$ cat src/rtl/seq_matcher.sv
// seq_matcher: run-time programmable masked input-sequence detector.
// Define SEQ_MATCHER_TIMEOUT_EN to bound how long a hold step may wait on a miss.
module seq_matcher #(
  parameter int IN_W   = 4,
  parameter int DEPTH  = 12,
  parameter int STEP_W = $clog2(DEPTH),
  parameter int TMO_W  = 8
) (
  input  logic              clk,
  input  logic              reset,
  input  logic              enable,
  input  logic [IN_W-1:0]   din,
  input  logic              cfg_we,
  input  logic [STEP_W-1:0] cfg_addr,
  input  logic [IN_W-1:0]   cfg_mask,
  input  logic [IN_W-1:0]   cfg_value,
  input  logic              cfg_hold,
  input  logic              cfg_len_we,
  input  logic [STEP_W:0]   cfg_len,
  input  logic              clear,
  output logic [STEP_W-1:0] step,
  output logic              busy,
  output logic              done,
  output logic              match,
  output logic              restart
);
  typedef enum logic [1:0] {IDLE, RUN, DONE} state_t;
  localparam logic [STEP_W:0] DEPTH_L = DEPTH[STEP_W:0];
  localparam logic [STEP_W:0] ONE_L   = {{STEP_W{1'b0}}, 1'b1};
  state_t            r_state, w_state_nx;
  logic [STEP_W-1:0] r_step, w_step_nx;
  logic              r_match, w_match_nx, r_restart, w_restart_nx;
  logic [IN_W-1:0]   r_mask [DEPTH];
  logic [IN_W-1:0]   r_value [DEPTH];
  logic              r_hold [DEPTH];
  logic [STEP_W:0]   r_len, w_len_in;
  logic              w_hit, w_last;
`ifdef SEQ_MATCHER_TIMEOUT_EN
  localparam logic [TMO_W-1:0] TMO_LIM = {{(TMO_W-1){1'b1}}, 1'b0};
  logic [TMO_W-1:0] r_tmo, w_tmo_nx;
`endif
  assign w_hit    = ((din ^ r_value[r_step]) & r_mask[r_step]) == '0;
  assign w_last   = {1'b0, r_step} == r_len - ONE_L;
  assign w_len_in = (cfg_len == '0) ? ONE_L : (cfg_len > DEPTH_L) ? DEPTH_L : cfg_len;
  // Table and length are writable only while the detector is parked in IDLE
  always_ff @(posedge clk) begin
    if (reset) begin
      for (int i = 0; i < DEPTH; i++) begin
        r_mask[i]  <= '0;
        r_value[i] <= '0;
        r_hold[i]  <= 1'b0;
      end
      r_len <= ONE_L;
    end else if (r_state == IDLE) begin
      if (cfg_we && ({1'b0, cfg_addr} < DEPTH_L)) begin
        r_mask[cfg_addr]  <= cfg_mask;
        r_value[cfg_addr] <= cfg_value;
        r_hold[cfg_addr]  <= cfg_hold;
      end
      if (cfg_len_we) r_len <= w_len_in;
    end
  end
  always_ff @(posedge clk) begin
    if (reset) begin
      r_state   <= IDLE;
      r_step    <= '0;
      r_match   <= 1'b0;
      r_restart <= 1'b0;
`ifdef SEQ_MATCHER_TIMEOUT_EN
      r_tmo     <= '0;
`endif
    end else begin
      r_state   <= w_state_nx;
      r_step    <= w_step_nx;
      r_match   <= w_match_nx;
      r_restart <= w_restart_nx;
`ifdef SEQ_MATCHER_TIMEOUT_EN
      r_tmo     <= w_tmo_nx;
`endif
    end
  end
  // Step defaults to 0 so it reads 0 outside RUN and after any fall-back
  always_comb begin
    w_state_nx   = r_state;
    w_step_nx    = '0;
    w_match_nx   = 1'b0;
    w_restart_nx = 1'b0;
`ifdef SEQ_MATCHER_TIMEOUT_EN
    w_tmo_nx     = '0;
`endif
    if (!enable) w_state_nx = IDLE;
    else if (r_state == IDLE) w_state_nx = RUN;
    else if (r_state == DONE) w_state_nx = clear ? RUN : DONE;
    else if (clear) w_state_nx = RUN;
    else if (w_hit) begin
      w_state_nx = w_last ? DONE : RUN;
      w_step_nx  = w_last ? '0 : r_step + 1'b1;
      w_match_nx = w_last;
    end else if (r_hold[r_step]) begin
`ifdef SEQ_MATCHER_TIMEOUT_EN
      w_step_nx    = (r_tmo == TMO_LIM) ? '0 : r_step;
      w_restart_nx = (r_tmo == TMO_LIM) && (r_step != '0);
      w_tmo_nx     = (r_tmo == TMO_LIM) ? '0 : r_tmo + 1'b1;
`else
      w_step_nx = r_step;
`endif
    end else w_restart_nx = r_step != '0;
  end
  assign step    = r_step;
  assign busy    = r_state == RUN;
  assign done    = r_state == DONE;
  assign match   = r_match;
  assign restart = r_restart;
endmodule

$ cat config.mk
export PLATFORM = sky130hd
export DESIGN_NAME = seq_matcher
export DESIGN_NICKNAME = d
export VERILOG_FILES = /design/src/rtl/seq_matcher.sv
export SDC_FILE = /design/constraint.sdc
export NUM_CORES = 1
export LEC_CHECK = 0
export ABC_AREA = 1
export CAP_MARGIN = 20
export CORE_MARGIN = 1
export CORE_UTILIZATION = 45
export DETAILED_ROUTE_END_ITERATION = 7
export GPL_TIMING_DRIVEN = 0
export PLACE_DENSITY = 0.68
export RECOVER_POWER = 50
export SETUP_SLACK_MARGIN = 0.2
export SKIP_CTS_REPAIR_TIMING = 1
export SYNTH_ARGS = -nofsm -noshare
export SYNTH_HDL_FRONTEND = slang
export SYNTH_SLANG_ARGS = --single-unit
$ cat constraint.sdc
create_clock -name clk -period 2.9 [get_ports clk]
set_clock_uncertainty 0.1 [all_clocks]
set_input_delay 0.725 -clock clk [delete_from_list [all_inputs] [get_ports clk]]
set_output_delay 0.725 -clock clk [all_outputs]
set_load 0.02 [all_outputs]
==> impl_metrics.json <==
{
  "outcome": "finished clean",
  "insertion_delay_ns": 0.43,
  "maxSlewHeadroom_pct": 57.4,
  "synth-edff-count": 144,
  "clockBufferDepth": 2,
  "final_nets": 929,
  "num_antenna_cells": 0,
  "syn_avg_cell_area_sq_um": 9.30,
  "synth_top_family_by_area": "simple AND/OR/NAND/NOR gates",
  "antenna_violating_nets_post_route": 0,
  "r2r_slack_ns": 0.40,
  "via_per_inst": 5.17,
  "num_vias": 5811,
  "nFillCells": 1478,
  "cts_tree": "built",
  "cts_max_level": 4,
  "crit_path_start_kind": "input port",
  "drive_gt1_share_pct": 8.25,
  "placed_area_sq_mm": 0.00828,
  "crit_type": "input port to flip-flop",
  "endpoint": "r_value[9][1]$_SDFFCE_PN0P_",
  "die-area_sq_mm": 0.0172,
  "drt_drc_violations_left": 0,
  "r2r_start": "r_state[1]$_SDFFE_PP0P_",
  "finalCritPeriodShare_pct": 94.7,
  "drt_iter0_drc": 608,
  "p_leak_nw": 3.74,
  "start_util_pct": 46.7,
  "crit_required_ns": 2.90,
  "worst_slew_pin_slew_ns": 0.639,
  "hold_path_class": "flip-flop to flip-flop",
  "grt-ovfl-total": 0,
  "cts.root.buffer_cell": "clkbuf_16",
  "preCtsSetupSlack_ns": -0.572,
  "wirelength_um": 19200,
  "rr_endpoint": "r_value[8][0]$_SDFFCE_PN0P_",
  "reg2reg_depth": 5,
  "ir_worst_vdd_uv": 413,
  "wl_per_cell_um": 17.1,
  "grt_pass1_vias": 5476,
  "slew_viol_final": 0,
  "fin_crit_ns": 2.74,
  "post-route-cell-area_sq_mm": 0.00883,
  "synth_simple_gate_area_share_pct": 25.9,
  "layout_setup_ws_ns": 0.155,
  "ys_seq_elements": 161,
  "hold_viol_final": 0,
  "synth_warnings": 0,
  "p_per_area_mw_per_mm2": 564,
  "clock-sinks": 161,
  "numCtsBuffers": 17,
  "grt_first_pass_wirelength_um": 29900,
  "die_x_um": 131,
  "die_h_um": 131,
  "io_buffers": 35,
  "dp_hpwl_um": 13000,
  "drtPass1Iterations": 6,
  "synth_ff_type": "edfxtp_1",
  "grtUsageTotal_pct": 23.4,
  "rsz0062_at_grt": "yes",
  "synth_compound_area_share_pct": 3.37,
  "synth_cells": 809,
  "syn_area_sq_mm": 0.00753,
  "worstPathArrival_ns": 2.75,
  "yosysUniqueCellTypes": 37,
  "muxShareOfSynthArea_pct": 0,
  "path_max_fanout": 10,
  "antenna_found_initial": 0,
  "fp.coreArea_sq_mm": 0.0161,
  "clk_pin_slew_ns": 0.06,
  "fmax_mhz": 364,
  "async_flop_share_pct": 0,
  "gp_congestion": 0.835,
  "syn2layout_area_growth_pct": 17.3,
  "grt_max_degree": 17,
  "synthAdderAreaFrac_pct": 0.499,
  "pin_count": 36,
  "setup_violations": 0,
  "startpoint": "reset",
  "yosysSeqAreaShare_pct": 62.0,
  "rows": 46,
  "maxCapViolCount": 0,
  "synth_xor_area_share_pct": 0.698,
  "critPathCaptureType": "flip-flop"
}
-- layer usage --
metal | vias up | global-route usage (%) | share of wire, % | wire length, um
met4 | 0 | 9.88 | 2.5 | 476
li1 | 2798 | - | - | -
met2 | 236 | 38.2 | 48 | 9270
met1 | 2743 | 30.9 | 41 | 7910
met3 | 34 | 3.97 | 8.0 | 1530
met5 | - | 0 | 0 | 0
-- layout by cell type (no fill, tap or decap), types with 5 or more instances in the layout --
cell type	instances
nand2_1	193
nor2_1	147
edfxtp_1	144
nand3_1	101
inv_1	79
conb_1	36
a21oi_1	20
clkdlybuf4s50_1	19
dfxtp_1	17
clkbuf_16	17
dlygate4sd3_1	16
clkbuf_1	14
nand2_2	12
buf_2	12
o21ai_0	10
clkinv_1	7
buf_4	6
nor3_1	5
buf_6	5
xor2_1	5
-- logic make-up after synthesis --
group	after synthesis
XOR/XNOR	6
adder cells (fa/ha/maj)	3
buffers and inverters	123
AND/OR/NAND/NOR	471
other	1
flip-flops	161
AO/OA/AOI/OAI	44
-- cell usage after synthesis (2+ instances only) --
master / number / area (sq um)
ha_1: 3 / 37.5
o21ai_1: 4 / 20.0
buf_6: 5 / 56.3
dfxtp_1: 17 / 340
nand3_1: 103 / 515
a221o_1: 4 / 40.0
nor2_1: 147 / 552
nand3_2: 2 / 20.0
nor3_1: 5 / 25.0
xor2_1: 5 / 43.8
buf_8: 2 / 30.0
buf_1: 2 / 7.51
clkbuf_1: 10 / 37.5
clkinv_1: 2 / 7.51
buf_4: 6 / 45.0
edfxtp_1: 144 / 4320
inv_1: 79 / 297
buf_2: 12 / 60.1
o21ai_0: 10 / 50.1
a31oi_1: 2 / 12.5
a21oi_1: 20 / 100
a22oi_1: 2 / 15.0
inv_2: 4 / 15.0
nand2_1: 205 / 769
nor2_2: 2 / 12.5
-- state kept, by name (all words and copies together), names as in the netlist, named ones only --
signal   count
r_len        5
step         4
r_value     64
restart      1
r_mask      64
r_state      2
match        1
r_hold      16
-- worst max-delay path, stage by stage --
cell             delay, ns
clkdlybuf4s50_1       0.48
clkinv_1              0.34
nand4_1               0.28
inv_2                 0.11
nand3_1               0.45
nand2_2               0.34
-- worst min-delay path by stage --
stage	end	slack [ns]	cells after the start	start
after floorplan	r_len[4]$_SDFFE_PP0P_	0.34	2	r_len[4]$_SDFFE_PP0P_
after CTS	r_len[4]$_SDFFE_PP0P_	0.37	2	r_len[4]$_SDFFE_PP0P_
final	r_len[4]$_SDFFE_PP0P_	0.37	2	r_len[4]$_SDFFE_PP0P_
after detailed placement	r_len[4]$_SDFFE_PP0P_	0.36	2	r_len[4]$_SDFFE_PP0P_
after global placement	r_len[4]$_SDFFE_PP0P_	0.36	2	r_len[4]$_SDFFE_PP0P_
after global routing	r_len[4]$_SDFFE_PP0P_	0.38	2	r_len[4]$_SDFFE_PP0P_
-- report_power, final --
group	total, mW	switching [mW]	internal [mW]	leakage [nW]
registers	2.66	0.0305	2.63	1.62
clock network	1.99	0.845	1.15	0.247
logic	0.323	0.219	0.104	1.88
total	4.98	1.09	3.88	3.74
-- final cells by class --
class / count / area, sq um / share of cell area, %
well taps: 216 / 270 / 3.06
plain buffers: 37 / 238 / 2.69
clock inverters: 10 / 71.3 / 0.808
multi-input cells: 560 / 2470 / 28.0
inverters: 86 / 328 / 3.71
repair buffers: 35 / 350 / 3.97
flip-flops and latches: 161 / 4660 / 52.8
clock buffers: 20 / 437 / 4.95
-- through the flow --
step / utilization [%] / TNS, ns / std cells / hold slack [ns] / power (mW)
floorplan: - / 0 / 844 / 0.339 / 2.89
global placement: 51.4 / -36.60 / 1095 / 0.356 / 3.02
detailed placement: 51.4 / -34.56 / 1095 / 0.360 / 3.03
CTS: 54.5 / -1.54 / 1125 / 0.367 / 4.98
global route: 54.8 / 0 / 1125 / 0.380 / 5.14
finish: 54.8 / 0 / 1125 / 0.365 / 4.98
Power figures use the tool's default switching activity.
